<file path="src/rtl/uart_tx_port.sv">
// CPU output port: a small FIFO fed by the OUT strobe, drained by an 8N1 serialiser.
// full/empty/busy are decoded from registered state only, so the CPU stall path stays clean.
module uart_tx_port #(
  parameter int CLKS_PER_BIT = 4,
  parameter int DEPTH_LOG2   = 2
) (
  input  logic                  CLK,
  input  logic                  rst,
  input  logic                  wr,
  input  logic [7:0]            din,
  output logic                  tx,
  output logic                  full,
  output logic                  empty,
  output logic                  busy,
  output logic [DEPTH_LOG2:0]   level,
  output logic                  overflow
);
  localparam int DEPTH = 1 << DEPTH_LOG2;
  localparam int BW    = (CLKS_PER_BIT > 2) ? $clog2(CLKS_PER_BIT) : 1;

  typedef enum logic [1:0] {IDLE, START, DATA, STOP} state_t;

  state_t                       state;
  logic [DEPTH-1:0][7:0]        mem;
  logic [DEPTH_LOG2-1:0]        wptr, rptr;
  logic [BW-1:0]                bcnt;
  logic [2:0]                   bidx;
  logic [7:0]                   shift;
  logic                         do_wr, do_pop, bit_end;

  assign full    = (level == (DEPTH_LOG2+1)'(DEPTH));
  assign empty   = (level == '0);
  assign busy    = (state != IDLE) | ~empty;
  assign do_wr   = wr & ~full;
  assign do_pop  = (state == IDLE) & ~empty;
  assign bit_end = (bcnt == BW'(CLKS_PER_BIT - 1));

  // Storage is not reset; pointers and level alone define what is valid.
  always_ff @(posedge CLK) begin
    if (do_wr) mem[wptr] <= din;
  end

  always_ff @(posedge CLK) begin
    if (rst) begin
      wptr     <= '0;
      rptr     <= '0;
      level    <= '0;
      overflow <= 1'b0;
    end else begin
      if (do_wr)      wptr     <= wptr + 1'b1;
      if (wr && full) overflow <= 1'b1;
      if (do_pop)     rptr     <= rptr + 1'b1;
      case ({do_wr, do_pop})
        2'b10:   level <= level + 1'b1;
        2'b01:   level <= level - 1'b1;
        default: level <= level;
      endcase
    end
  end

  // tx is registered: each transition sets the line value for the next bit period.
  always_ff @(posedge CLK) begin
    if (rst) begin
      state <= IDLE;
      tx    <= 1'b1;
      bcnt  <= '0;
      bidx  <= '0;
      shift <= '0;
    end else begin
      case (state)
        IDLE: begin
          tx <= 1'b1;
          if (do_pop) begin
            shift <= mem[rptr];
            bcnt  <= '0;
            tx    <= 1'b0;
            state <= START;
          end
        end
        START: begin
          if (bit_end) begin
            bcnt  <= '0;
            bidx  <= '0;
            tx    <= shift[0];
            state <= DATA;
          end else begin
            bcnt <= bcnt + 1'b1;
          end
        end
        DATA: begin
          if (bit_end) begin
            bcnt <= '0;
            if (bidx == 3'd7) begin
              tx    <= 1'b1;
              state <= STOP;
            end else begin
              shift <= shift >> 1;
              tx    <= shift[1];
              bidx  <= bidx + 1'b1;
            end
          end else begin
            bcnt <= bcnt + 1'b1;
          end
        end
        STOP: begin
          tx <= 1'b1;
          if (bit_end) begin
            bcnt  <= '0;
            state <= IDLE;
          end else begin
            bcnt <= bcnt + 1'b1;
          end
        end
        default: begin
          tx    <= 1'b1;
          state <= IDLE;
        end
      endcase
    end
  end
endmodule

</file>
<file path="config.mk">
export PLATFORM = sky130hd
export DESIGN_NAME = uart_tx_port
export DESIGN_NICKNAME = d
export VERILOG_FILES = /design/src/rtl/uart_tx_port.sv
export SDC_FILE = /design/constraint.sdc
export NUM_CORES = 1
export LEC_CHECK = 0
export BUFFER_PORTS_ARGS = -buffer_cell sky130_fd_sc_hd__buf_2
export CORE_MARGIN = 3
export CORE_UTILIZATION = 42
export DETAILED_ROUTE_END_ITERATION = 7
export GPL_ROUTABILITY_DRIVEN = 1
export PLACE_DENSITY = 0.71
export SYNTH_ARGS = -nofsm -noshare
export SYNTH_HDL_FRONTEND = slang
export SYNTH_SLANG_ARGS = --single-unit
</file>
<file path="constraint.sdc">
create_clock -name CLK -period 2.7 [get_ports CLK]
set_input_delay 0.405 -clock CLK [delete_from_list [all_inputs] [get_ports CLK]]
set_output_delay 0.405 -clock CLK [all_outputs]
set_load 0.1 [all_outputs]
</file>
---- Yosys cells after proc, flatten, opt, wreduce, memory -nomap -nowiden ----
Index checks and enable logic that the tools add are counted.
W data, S select, Z words.
cells by class
  add/sub/neg operators ................... 6
  order comparisons ....................... 3
  equality and inequality tests ........... 14
  muxes and demuxes ....................... 28
  bitwise logic cells ..................... 5
  reduce and logical (&&, ||, !) cells .... 13
operator list
  cell                   number
  $mux W8                5
  $bwmux W32             1
  $bmux W8 S2            1
  $demux W8 S2           1
  $pmux W8 S2            1
  $mux W2                7
  $ne A2 B2 Y1 const B   6
  $pmux W3 S2            2
  $mux W3                3
  $eq A2 B2 Y1 const B   4
  $pmux W2 S4            1
  $reduce_and A4 Y1      2
  $reduce_bool A2 Y1     4
  $add A2 B1 Y2 const B  3
  $add A3 B1 Y3 const B  2
  $eq A3 B3 Y1 const B   2
  $lt A2 B3 Y1 const B   2
  $reduce_and A5 Y1      1
  $eq A2 B1 Y1 const B   2
  $mux W1                4
  $pmux W1 S4            1
  $pmux W2 S2            1
  $logic_not A3 Y1       1
  $reduce_or A3 Y1       1
  8 further kinds        11
word-level totals
  register bits ........................... 56
  input port bits ......................... 11
  logic and storage cells ................. 82

---- Longest topological paths before layout ----
Gate-level depths: netlist of run 1.
  depth in word-level cells ............... 5
  mapped depth ............................ 9
  depth with buffers taken out ............ 9

---- Worst setup path before layout of run 1 ----
Ideal clock, no wire load.
  path kind ............................... register to output
  from .................................... reg level[0]
  to ...................................... out empty
  arrival ................................. 2.933 ns
  setup slack ............................. -0.638 ns
  stages on the path, launching flop included .. 2
  path buffers ............................ 0
  cell sequence ........................... dfxtp_1 nor3_1
between the ends
  longest elaborated chain between the ends .. 1
ends and longest elaborated chain
  what                    RTL line  RTL
  start, declared         15        output logic [DEPTH_LOG2:0] level,
  start signal, assigned  54        2'b10: level <= level + 1'b1;
  start signal, assigned  55        2'b01: level <= level - 1'b1;
  start signal, assigned  56        default: level <= level;
  $logic_not A3 Y1        32        assign empty = (level == '0);
  end, declared           13        output logic empty,
Every way passes these cells.

---- Worst setup path in the final report of run 1 ----
  from .................................... reg level[2]
  to ...................................... reg level[2]
between the ends
  longest elaborated chain between the ends .. 5
  elaborated cells between the ends (all ways) .. 12
  those cells by class .................... add/sub (2); eq/ne (3); mux (1); bitwise (4); reduce/logical (2)
ends and longest elaborated chain
  what                                                      RTL line  RTL
  $eq A3 B3 Y1 / $logic_not A3 Y1 (equally long branches)   31, 32
  $not A1 Y1, on equally long branches                      34, 35
  $and A1 B1 Y1, on equally long branches                   34, 35
  $eq A2 B1 Y1 / $eq A2 B2 Y1 (equally long branches)       53        case ({do_wr, do_pop})
  $pmux W3 S2 / $reduce_bool A2 Y1 (equally long branches)  n/a
Parallel ways exist; a longest one is shown, timed or not.
A chain may end at the register's enable or synchronous reset.

==> results.txt, run 1 <==
- Share of the clock period used by the worst path after layout: approximately 90%
- After technology mapping, the gate count stands at 200.
- In this run the biggest area consumer among cell types represents approximately two fifths of the synthesized area.
- Most common cell in the synthesized netlist: sky130_fd_sc_hd__edfxtp_1
* Number of flops mapped to enable cells by yosys: 32
- Total congestion overflow after global routing: 0
- For this design the ratio of total power to cell area is 1157 nW/um^2.
- Global routing used about an eighth of the available tracks.
- Number of maximum-capacitance violations: 0
- Nets in the synthesized netlist: 225
- The floorplan step defined a die boundary enclosing between 6000 and 7000 um^2.
* Post-cts resize count: 0
* IR Drop Worst-Case VDD: roughly 770 uV
* Number of clock buffers inserted by TritonCTS: 5
- Data on the critical path arrives at its endpoint at 2.64 ns.
- FF-to-FF setup slack: 0.30 ns
* Critical Path Start Type: flip-flop
* Die Span X: between 80 and 90 um
* Area growth from synthesis to final layout: 10.67%
- In this run, synthesis produced a sequential element count of 56.
- Cell types occupying the most area after synthesis: sky130_fd_sc_hd__edfxtp_1 38%, sky130_fd_sc_hd__dfxtp_1 19%, sky130_fd_sc_hd__mux2i_1 8.4%
- Count of endpoints failing setup in the final report: 0
- Total number of vias: 1505
- Once the floorplan was initialized, standard cells occupied around 44% of the core.
* First DRT Iteration DRCs: 57
- For this design the static power due to leakage is 1.054 nW.
- Maximum fanout along the worst path: 7
- The first global-routing pass estimated 7.155 mm of wire.
- Clock Path Buffers: 2
- Proportion of layout cells with a drive suffix above 1: 19.09%
* Via density: slightly above 5
- CTS root buffer: sky130_fd_sc_hd__clkbuf_8
- Sorting the synthesized cells by how often they occur yields 32 x sky130_fd_sc_hd__edfxtp_1, 24 x sky130_fd_sc_hd__dfxtp_1, 22 x sky130_fd_sc_hd__nor2_1.
* End-of-flow core utilization: 48.99%
* GPL Wtd Cong: 0.7350
* Clock-pin slew on the worst setup and hold paths: approximately 0.11 ns
* Post-CTS setup-driven buffer insertion count: 0
- Transition time of the tightest slew-check pin: 0.4897 ns
- Routed len/inst: about 14 um
* Number of antenna diodes: 0
- After detailed routing, the total wire length is 4.197 mm.
- Number of DRC violations after detailed routing: 0
- Entering global routing, the biggest net connects 25 pins.
- Area of the multi-input gates: between 900 and 1000 um^2
- The critical path is of the reg -> reg type.
* Sinks on Clock Net: 56
- Final setup TNS: 0 ns
- YS warnings: 0
- Storage element area: between 1000 and 1500 um^2
* Fill cells: 494
- Core area: about 5600 um^2
- Fin Clk Skew: 0.009687 ns
- Dominant synthesized flop cell: sky130_fd_sc_hd__edfxtp_1
- Counting flops with an async set or reset pin after synthesis yields a share of 0%.
- Nets: 244
- Part of the Yosys area used for sequential elements: between 50% and 60%
- First-pass iteration count of the detailed router: 5
- Number of rows created at floorplan: 27
- Mean area per synthesized cell: approximately 12 um^2
- Initial antenna violation count: 0
* Top cell type by total area after synthesis: sky130_fd_sc_hd__edfxtp_1
- IO Port Bufs: 18
- Max Freq: about 420 MHz
- The number of global-route vias before repair is ~1400.
- Latest clock arrival within the worst-skew pair: 0.32 ns
- Headroom to the max-slew limit came out at between 60% and 70%.
- The floorplan step set the die height to 83.11 um.
- Detailed placer's ending HPWL: just under 3 mm
* TritonCTS clock tree: done
- The number of max-slew violations in the final report was 0.
- Result of the run: finished clean
- The cell area that synthesis handed to floorplanning was 2497 um^2.
- Number of routed nets with antenna violations: 0
- CTS hold repair buffers: 0
- The worst setup path is captured at a flip-flop.
- Count of different cell masters after synthesis: between 40 and 50
- Unrepaired setup endpoints after global routing: no
- Final hold violations: 0
- Worst hold path type: in -> reg
* Worst EP required: 2.95 ns
- Htree depth: 2
- Count of pins on the block boundary: 19
- The smallest clock period supported by the final layout is computed as 2.397 ns.
## area by class of cell
cell class	instances	share of cell area, %
sequential	56	52.29
multi-input combinational	125	35.72
timing repair buffer	20	3.803
tap	72	3.259
clock buffer	5	2.490
inverter	11	1.494
clock inverter	3	0.9507
## routing by layer
| layer | track usage (%) | up-vias | wire [um] |
|---|---|---|---|
| li1 | - | 762 | - |
| met1 | 17.65 | 706 | 1980 |
| met2 | 19.83 | 29 | 1988 |
| met3 | 3.373 | 8 | 148 |
| met4 | 4.903 | 0 | 80 |
| met5 | 0 | - | 0 |
## critical path, stage by stage (launching register included)
cell and delay [ns]:
sky130_fd_sc_hd__dfxtp_2 0.41, sky130_fd_sc_hd__or3b_1 0.44, sky130_fd_sc_hd__and2_1 0.23, sky130_fd_sc_hd__inv_2 0.07, sky130_fd_sc_hd__ha_1 0.17, sky130_fd_sc_hd__inv_1 0.06, sky130_fd_sc_hd__fa_1 0.37, sky130_fd_sc_hd__xor2_1 0.15
sky130_fd_sc_hd__or3_1 0.30, sky130_fd_sc_hd__a21oi_1 0.13
## cells in the final DEF (no fill, tap or decap), types with 4 or more instances in the layout
cell and instances:
sky130_fd_sc_hd__ha_1 13, sky130_fd_sc_hd__buf_2 18, sky130_fd_sc_hd__a21oi_1 6, sky130_fd_sc_hd__clkbuf_8 5, sky130_fd_sc_hd__nand2_1 11, sky130_fd_sc_hd__dfxtp_1 21, sky130_fd_sc_hd__nor2_1 22, sky130_fd_sc_hd__inv_1 9
sky130_fd_sc_hd__mux2i_1 21, sky130_fd_sc_hd__edfxtp_1 32, sky130_fd_sc_hd__and3_1 4, sky130_fd_sc_hd__o221ai_1 6
## through the flow
| stage | power [W] | std cells | hold WS [ns] | area [um^2] | setup slack [ns] |
|---|---|---|---|---|---|
| floorplan | 0.002489 | 200 | 0.4295 | 2506 | 0.05134 |
| global placement | 0.002726 | 284 | 0.4423 | 2669 | 0.3640 |
| detailed placement | 0.002748 | 284 | 0.4598 | 2669 | 0.3119 |
| CTS | 0.003220 | 292 | 0.2899 | 2764 | 0.2880 |
| global route | 0.003407 | 292 | 0.2876 | 2764 | 0.1573 |
| finish | 0.003199 | 292 | 0.2927 | 2764 | 0.3033 |
## worst paths after layout
path                  from       end  cells after the start
setup / recovery  level[2]  level[2]                      9
hold / removal      din[3]   mem[11]                      1
setup reg to reg  level[2]  level[2]                      9
hold reg to reg    bcnt[1]   bcnt[1]                      2
## registers in the layout (all words and copies together) (netlist names)
register / flops
level: 3
state: 2
tx: 1
bidx: 3
wptr: 2
shift: 8
mem: 32
overflow: 1
rptr: 2
bcnt: 2
## kinds of logic after synthesis
logic type      count (synthesis)  share of synthesized area, %
flops                          56                         57.72
simple gates                   53                         10.82
fa+ha+maj                      14                         7.315
compound gates                 30                         9.669
buf+inv                        19                         2.956
xor+xnor                        5                         1.754
mux                            23                         9.769
## power breakdown
group          internal [W]  switching [W]
Combinational      0.000524       0.000980
Sequential          0.00108       0.000139
Clock              0.000190       0.000289
Total               0.00179        0.00141
Power figures use the tool's default switching activity.
==> inputs of run 2 (changes only) <==
--- a/config.mk
+++ b/config.mk
@@ -7,10 +7,11 @@
 export LEC_CHECK = 0
 export BUFFER_PORTS_ARGS = -buffer_cell sky130_fd_sc_hd__buf_2
 export CORE_MARGIN = 3
-export CORE_UTILIZATION = 42
+export CORE_UTILIZATION = 60
+export CTS_BUF_LIST = sky130_fd_sc_hd__clkbuf_2
 export DETAILED_ROUTE_END_ITERATION = 7
 export GPL_ROUTABILITY_DRIVEN = 1
-export PLACE_DENSITY = 0.71
+export PLACE_DENSITY = 0.92
 export SYNTH_ARGS = -nofsm -noshare
 export SYNTH_HDL_FRONTEND = slang
 export SYNTH_SLANG_ARGS = --single-unit
==> run 2 against run 1 <==
Against the previous run: register-to-register slack worse by 0.08 ns; clock skew up 0.014 ns; cell area down 2.9%; first-iteration DRC count up 95%; critical path type unchanged; largest cell class unchanged; largest power group unchanged.
==> results.txt, run 2 (synthesized netlist as in run 1, its figures left out) <==
- The run finished with clean final reports.
- Number of DRC violations after detailed routing: 0
* Routed len/inst: about 15 um
- Hold is met by about 0.16 ns.
- In this run the post-CTS setup repair buffer count came out at 0.
* Final setup TNS: 0 ns
* Share of the clock period used by the worst path after layout: 91.71%
- In the global route stage, overall resource usage came out at around 18%.
- At the pin with the least slew margin, the transition time is between 0.4 and 0.5 ns.
- Number of instances in the placed design: 260
- Max-Slew Margin vs Limit: between 60 and 70%
- The number of max-slew violations in the final report came to 0.
- Timing would allow up to a little over 400 MHz.
- The pre-antenna-repair detailed-routing pass consisted of 4 iterations.
- CTS root buffer: sky130_fd_sc_hd__clkbuf_2
* Detailed placer's ending HPWL: just under 3 mm
* Largest registers: mem (32), shift (8)
- STA puts the critical path data arrival time at between 2 and 3 ns.
- Worst hold path type: in -> reg
- After layout, the worst setup slack is approximately 0.22 ns.
- Via density: roughly 5.7
- Most frequent cells in the layout: 32 x sky130_fd_sc_hd__edfxtp_1, 22 x sky130_fd_sc_hd__nor2_1, 21 x sky130_fd_sc_hd__mux2i_1, 21 x sky130_fd_sc_hd__dfxtp_1, 18 x sky130_fd_sc_hd__buf_2
- Number of maximum-capacitance violations: 0
- Worst slack at placement: 0.2822 ns
* Sinks on Clock Net: 56
- For this run, the post-layout net count is 244.
- For this design the ratio of total power to cell area is 1136 nW/um^2.
- The first global-routing pass estimated about 7 mm of wire.
- Number of routed nets with antenna violations: 0
- After routing the design area is 2685 um^2.
- Die extent in y: ~70 um
- The library cell used most frequently in the layout, excluding fill and tap cells, is sky130_fd_sc_hd__edfxtp_1.
- Clock-pin slew on the worst setup and hold paths: around 0.26 ns
- Worst EP required: just over 3 ns
- The number of antenna violations at the first check in global routing is 0.
* Critical Path Start Type: flip-flop
- On the final layout, the worst clock skew is roughly 0.023 ns.
- The H-tree was split into 2 levels.
* Filler-free cell count of the finished design: 268
* Critical path capture point type: flip-flop
- For this design the static power due to leakage is 1.034 nW.
- TritonCTS created 5 clock buffers.
* Crit Path Category: reg -> reg
* Vias in the first global route: 1505
- Placement-stage cell area: around 2600 um^2
- Final Routed Wirelength: approximately 4.1 mm
- The detailed router finished its first iteration with 111 violations.
- Number of antenna diodes: 0
* Maximum fanout along the worst path: 7
- Count of pins on the block boundary: 19
- The number of gates resized after CTS was 0.
- Routability-driven placement finished with a final weighted congestion of approximately 0.76.
* Clock Path Buffers: 2
- Relative to the synthesized area, the layout overhead comes to 7.515%.
- Final hold violations: 0
- Total number of vias: around 1500
- IO Port Bufs: 18
- Biggest register: mem
- The initial utilization of the core area, before any placement, comes to approximately two thirds.
- The register with the most flip-flops in the layout has 32 of them.
- Tmin final: between 2 and 2.5 ns
- Unrepaired setup endpoints after global routing: no
- Core area: roughly 3800 um^2
- Total congestion overflow after global routing: 0
- Area of the die: 4972 um^2
- The worst-case IR drop observed on VDD is 626.4 uV.
* TritonCTS clock tree: done
- Latest clock arrival within the worst-skew pair: 0.44 ns
* Count of endpoints failing setup in the final report: 0
- Die Span X: slightly above 70 um
- Proportion of layout cells with a drive suffix above 1: 19.09%
- CTS hold repair buffers: 0
- Pin count of the biggest net entering global routing: 25
- Row generation in the floorplan step produced 22 rows.
[run 2: cell count changes in the layout (fill, tap and decap cells not counted), sizes merged]
| cell | previous run | this run |
|---|---|---|
| clkinv | 2 | 1 |
| clkbuf | 5 | 6 |
| clkinvlp | 0 | 1 |
| inv | 12 | 11 |
[run 2: path summary, 6_finish.rpt]
kind	start	end	slack [ns]	depth (start not counted)
worst min register to register	bcnt[1]	bcnt[1]	0.49	2
worst max-delay path	level[2]	level[2]	0.22	9
worst max register to register	level[2]	level[2]	0.22	9
worst min-delay path	din[0]	mem[0]	0.16	1
[run 2: power by group]
part | total [W] | internal, W | switching [W]
combinational | 0.00152 | 0.000526 | 0.000996
sequential | 0.00122 | 0.00108 | 0.000140
clock | 0.000314 | 0.0000694 | 0.000245
[run 2: cell type report]
class	instances	area [um^2]
repair buffers	20	105.1
clock buffers	6	30.03
multi-input cells	125	987.2
inverters	11	41.29
well taps	48	60.06
fillers	279	1141
flip-flops and latches	56	1445
clock inverters	2	16.27
[run 2: metal layers]
layer	GRT usage (%)	up-vias	routed length [um]
li1	-	764	-
met1	23.23	717	1844
met2	26.82	37	1890
met3	4.460	14	192
met4	10.64	0	165
met5	0	-	0
[run 2: worst max-delay path, cell delays in order, from the launching register on]
cell and delay, ns:
sky130_fd_sc_hd__dfxtp_2 0.47, sky130_fd_sc_hd__or3b_1 0.45, sky130_fd_sc_hd__and2_1 0.24, sky130_fd_sc_hd__inv_2 0.07, sky130_fd_sc_hd__ha_1 0.17, sky130_fd_sc_hd__inv_1 0.06, sky130_fd_sc_hd__fa_1 0.37, sky130_fd_sc_hd__xor2_1 0.16
sky130_fd_sc_hd__or3_1 0.31, sky130_fd_sc_hd__a21oi_1 0.14
[run 2: stage by stage]
stage / util (%) / total power (W)
after detailed placement: 68.97 / 0.002751
after CTS: 70.18 / 0.003065
final: 70.18 / 0.003051
after floorplan: - / 0.002489
after global routing: 70.18 / 0.003235
after global placement: 68.97 / 0.002712
==> inputs of run 3 (changes only) <==
==> config.mk (replaced) <==
export PLATFORM = sky130hd
export DESIGN_NAME = uart_tx_port
export DESIGN_NICKNAME = d
export VERILOG_FILES = /design/src/rtl/uart_tx_port.sv
export SDC_FILE = /design/constraint.sdc
export NUM_CORES = 1
export LEC_CHECK = 0
export ABC_AREA = 1
export CORE_ASPECT_RATIO = 1.1
export CORE_MARGIN = 3
export CORE_UTILIZATION = 60
export CTS_BUF_LIST = sky130_fd_sc_hd__clkbuf_2
export DETAILED_ROUTE_END_ITERATION = 7
export DONT_BUFFER_PORTS = 1
export GPL_ROUTABILITY_DRIVEN = 1
export PLACE_DENSITY = 0.88
export SYNTH_ARGS = -nofsm -noshare
export SYNTH_HDL_FRONTEND = slang
export SYNTH_SLANG_ARGS = --single-unit
==> run 3 against run 2 <==
Against the previous run: worst hold slack worse by 0.10 ns; register-to-register slack better by 0.43 ns; wire length up 9.6%; setup slack better by 0.35 ns; maximum frequency up 17%; non-clock buffer count down 15; cell area down 0.61%; sequential cell count unchanged; first-iteration DRC count down 15%; via count up 20%; critical endpoint is now full; largest cell class unchanged; highest routed layer unchanged.
==> results.txt, run 3 <==
- In this run, placement finished with an instance count of approximately 340.
- In this run the count of I/O pins placed on the die edge is 19.
* Slowest-stage cell, CP: sky130_fd_sc_hd__inv_1
* Proportion of layout cells with a drive suffix above 1: under 10%
* Fill cells: 330
- Vias in the first global route: roughly 1800
- Result of the run: finished clean
- GPL Wtd Cong: between 0.8 and 0.9
- The number of hold-slack violations in the final timing report was 0.
* Number of clock buffers inserted by TritonCTS: 5
* Launch instance of the worst min-delay path: din[3]
- Setup repair after global routing left no endpoint under its margin.
- Worst setup path startpoint: level[1]
- On the final layout, the worst clock skew is 0.02141 ns.
* Max-Slew Margin vs Limit: 34.77%
* Number of rows created at floorplan: 24
- Sequential cells account for a little over two fifths of the total power.
- On the critical path the largest part of the delay comes from buffers and inverters.
- After layout, the worst path uses approximately 79% of the clock period.
- Post-CTS setup-driven buffer insertion count: 0
* Sinks on Clock Net: 56
- In the synthesized netlist, the cells that appear most often are 72 x sky130_fd_sc_hd__nand2_1, 40 x sky130_fd_sc_hd__nor2_1, 32 x sky130_fd_sc_hd__edfxtp_1.
* Via density: between 5 and 6
- Switching power total: approximately 0.0014 W
- The number of max-slew violations in the final report came to 0.
* Most common library cell in the layout ignoring fill and taps: sky130_fd_sc_hd__nand2_1
* Part of the Yosys area used for sequential elements: between 50% and 60%
- A synthesized cell averages a little under 9 um^2.
- Once layout is complete, the cells apart from fillers number between 300 and 400.
- Relative to the synthesized area, the layout overhead comes to 3.493%.
- Sorting the synthesized cells by area gives the leading types as sky130_fd_sc_hd__edfxtp_1 37%, sky130_fd_sc_hd__dfxtp_1 19%, sky130_fd_sc_hd__nand2_1 10%.
- sky130_fd_sc_hd__edfxtp_1 takes more of the synthesized area than any other cell.
- Clock share of power: between 10% and 20%
- Transition time of the tightest slew-check pin: ~1 ns
* Count of different cell masters after synthesis: 23
* Crit Path Category: reg -> out
* Count of endpoints failing setup in the final report: 0
- TritonCTS built the clock tree.
* Internal power: roughly 0.0015 W
- Detailed placer's ending HPWL: 3.247 mm
- The routed layout has ~1800 vias.
- YS warnings: 0
- FF+latch count, synth: 56
- The critical path goes through nor2_2, nand2_1, inv_1.
* Count of buffer and inverter cells on the critical path: 1
- For the worst flop-to-flop path, the logic depth is 12.
* Starting Density: a little under two thirds
- The floorplan step defined a core boundary enclosing slightly above 4000 um^2.
* Portion of total power attributed to combinational logic: a little under half
- CTS built an H-tree with a depth of 2.
- Count of mapped cells out of synthesis: 289
- First-pass GRT wire length: approximately 7.6 mm
* Pwr per Cell Area: approximately 1100 nW/um^2
- Share of async-settable or async-resettable flops after synthesis: 0%
- Counting flops per register, the top entry is mem.
* Tmin final: ~2.1 ns
* Cell area after technology mapping: 2579 um^2
* CTS hold repair buffers: 1
- The register with the most flip-flops in the layout has 32 of them.
* Number of routed nets with antenna violations: 0
- Number of DRC violations after detailed routing: 0
- The synthesized design contains 32 enable-type register cells.
- Based on the critical path, the design can be clocked at up to approximately 470 MHz.
- After global routing the overflow that remains totals 0.
- Pin count of the biggest net entering global routing: 19
- The top cell types in the final layout, fill and taps aside, are 72 x sky130_fd_sc_hd__nand2_1, 40 x sky130_fd_sc_hd__nor2_1, 32 x sky130_fd_sc_hd__edfxtp_1, 31 x sky130_fd_sc_hd__inv_1, 24 x sky130_fd_sc_hd__dfxtp_1.
- No sink is reached through more buffers than the 2 on the longest clock path.
- Number of maximum-capacitance violations: 0
- FF-to-FF setup slack: about 0.65 ns
- The worst register-to-register path begins at state[0].
- Clock latency on the worst-skew pair, taken at its later pin, is around 0.43 ns.
- The net count of the finished layout is 318.
* Maximum fanout along the worst path: 3
- 0 antenna diodes ended up in the layout.
* Area of the multi-input gates: ~950 um^2
* Leakage power of the design: around 1.2 nW
- Worst hold path type: in -> reg
- The largest registers in the layout are mem (32), shift (8).
- Final setup TNS: 0 ns
* Total stage count of the critical path: 3
- Cells fill approximately two thirds of the core in the end.
- Clock-pin slew was measured on the worst setup and hold paths at 0.26 ns.
- The worst register-to-register path ends at level[2].
- Area share of the leading cell type in the synthesized netlist: a little under two fifths
- The die covers about 5100 um^2.
- CTS placed an instance of sky130_fd_sc_hd__clkbuf_2 at the clock tree root.
* Arrival time at the worst endpoint: 1.72 ns
- The sequential cells in the finished layout cover a total of ~1400 um^2.
- Worst hold path cell count: 0
* Switching share of power: about half
- First-pass iteration count of the detailed router: 5
- Nets in the synthesized netlist: 314
* Routed len/inst: around 13 um
* Gr usage total: approximately a fifth
* Die Span X: approximately 69 um
- Post-cts resize count: 0
* Final Routed Wirelength: around 4.5 mm
* Worst EP required: 2.30 ns
- Among all flip-flop cells after synthesis, the most frequent one is sky130_fd_sc_hd__edfxtp_1.
* Die extent in y: 74.76 um
- Critical Path Start Type: flip-flop
- The largest single stage delay on the critical path is ~0.63 ns.
- Initial antenna violation count: 0
* Most common cell in the synthesized netlist: sky130_fd_sc_hd__nand2_1
- STA classifies the critical path endpoint as a primary output.
- First DRT Iteration DRCs: 94
* IO Port Bufs: 0
- Following the worst setup path forward leads to its endpoint at full.
- IR Drop Worst-Case VDD: 548.4 uV
-- run 3: power groups by stage --
stage	Clock (W)	Combinational (W)	Sequential (W)
floorplan	0	0.00112	0.00132
global placement	0	0.00133	0.00127
detailed placement	0	0.00136	0.00127
CTS	0.000304	0.00138	0.00126
global route	0.000330	0.00156	0.00128
finish	0.000297	0.00137	0.00126
-- run 3: per-stage QoR --
stage	power, W	setup slack [ns]	area, um^2	hold slack [ns]
2_1_floorplan	0.002440	0.2399	2579	0.4285
5_1_grt	0.003164	0.3952	2669	0.01103
6_report	0.002925	0.5767	2669	0.05571
3_3_place_gp	0.002592	0.8313	2620	0.4458
4_1_cts	0.002936	0.5748	2669	0.03679
3_5_place_dp	0.002639	0.7169	2620	0.4753
-- run 3: routing by layer --
| metal | wire (um) | vias up | global-route usage (%) |
|---|---|---|---|
| met4 | 69 | 0 | 7.726 |
| li1 | - | 938 | - |
| met1 | 1860 | 853 | 23.79 |
| met2 | 2336 | 41 | 35.10 |
| met3 | 218 | 9 | 4.179 |
| met5 | 0 | - | 0 |
-- run 3: cell families after synthesis --
family                   after synthesis  synth area share, %
flip-flops                            56                55.90
adder cells (fa/ha/maj)               14                7.084
AO/OA/AOI/OAI                         39                7.860
AND/OR/NAND/NOR                      137                21.88
buffers and inverters                 43                7.278
-- run 3: worst reg2reg max path, delay by kind of cell, from the launching register on --
kind / cells / cell delay (ns)
adder cells (fa/ha/maj): 3 / 0.73
flip-flops: 1 / 0.40
AND/OR/NAND/NOR: 4 / 0.33
buffers and inverters: 3 / 0.28
AO/OA/AOI/OAI: 2 / 0.28
-- run 3: area by class of cell --
type	instances	share of cell area [%]
Clock buffer	5	0.9376
Clock inverter	3	0.5157
Inverter	35	5.016
Multi-Input combinational cell	190	35.58
Sequential cell	56	54.01
Tap cell	52	2.438
Timing Repair Buffer	5	1.500
-- run 3: worst min-delay path by stage --
stage	to	slack, ns
2_1_floorplan	bidx[0]	0.43
6_report	mem[11]	0.06
4_1_cts	mem[11]	0.04
5_1_grt	mem[26]	0.01
3_3_place_gp	bidx[0]	0.45
3_5_place_dp	shift[7]	0.48
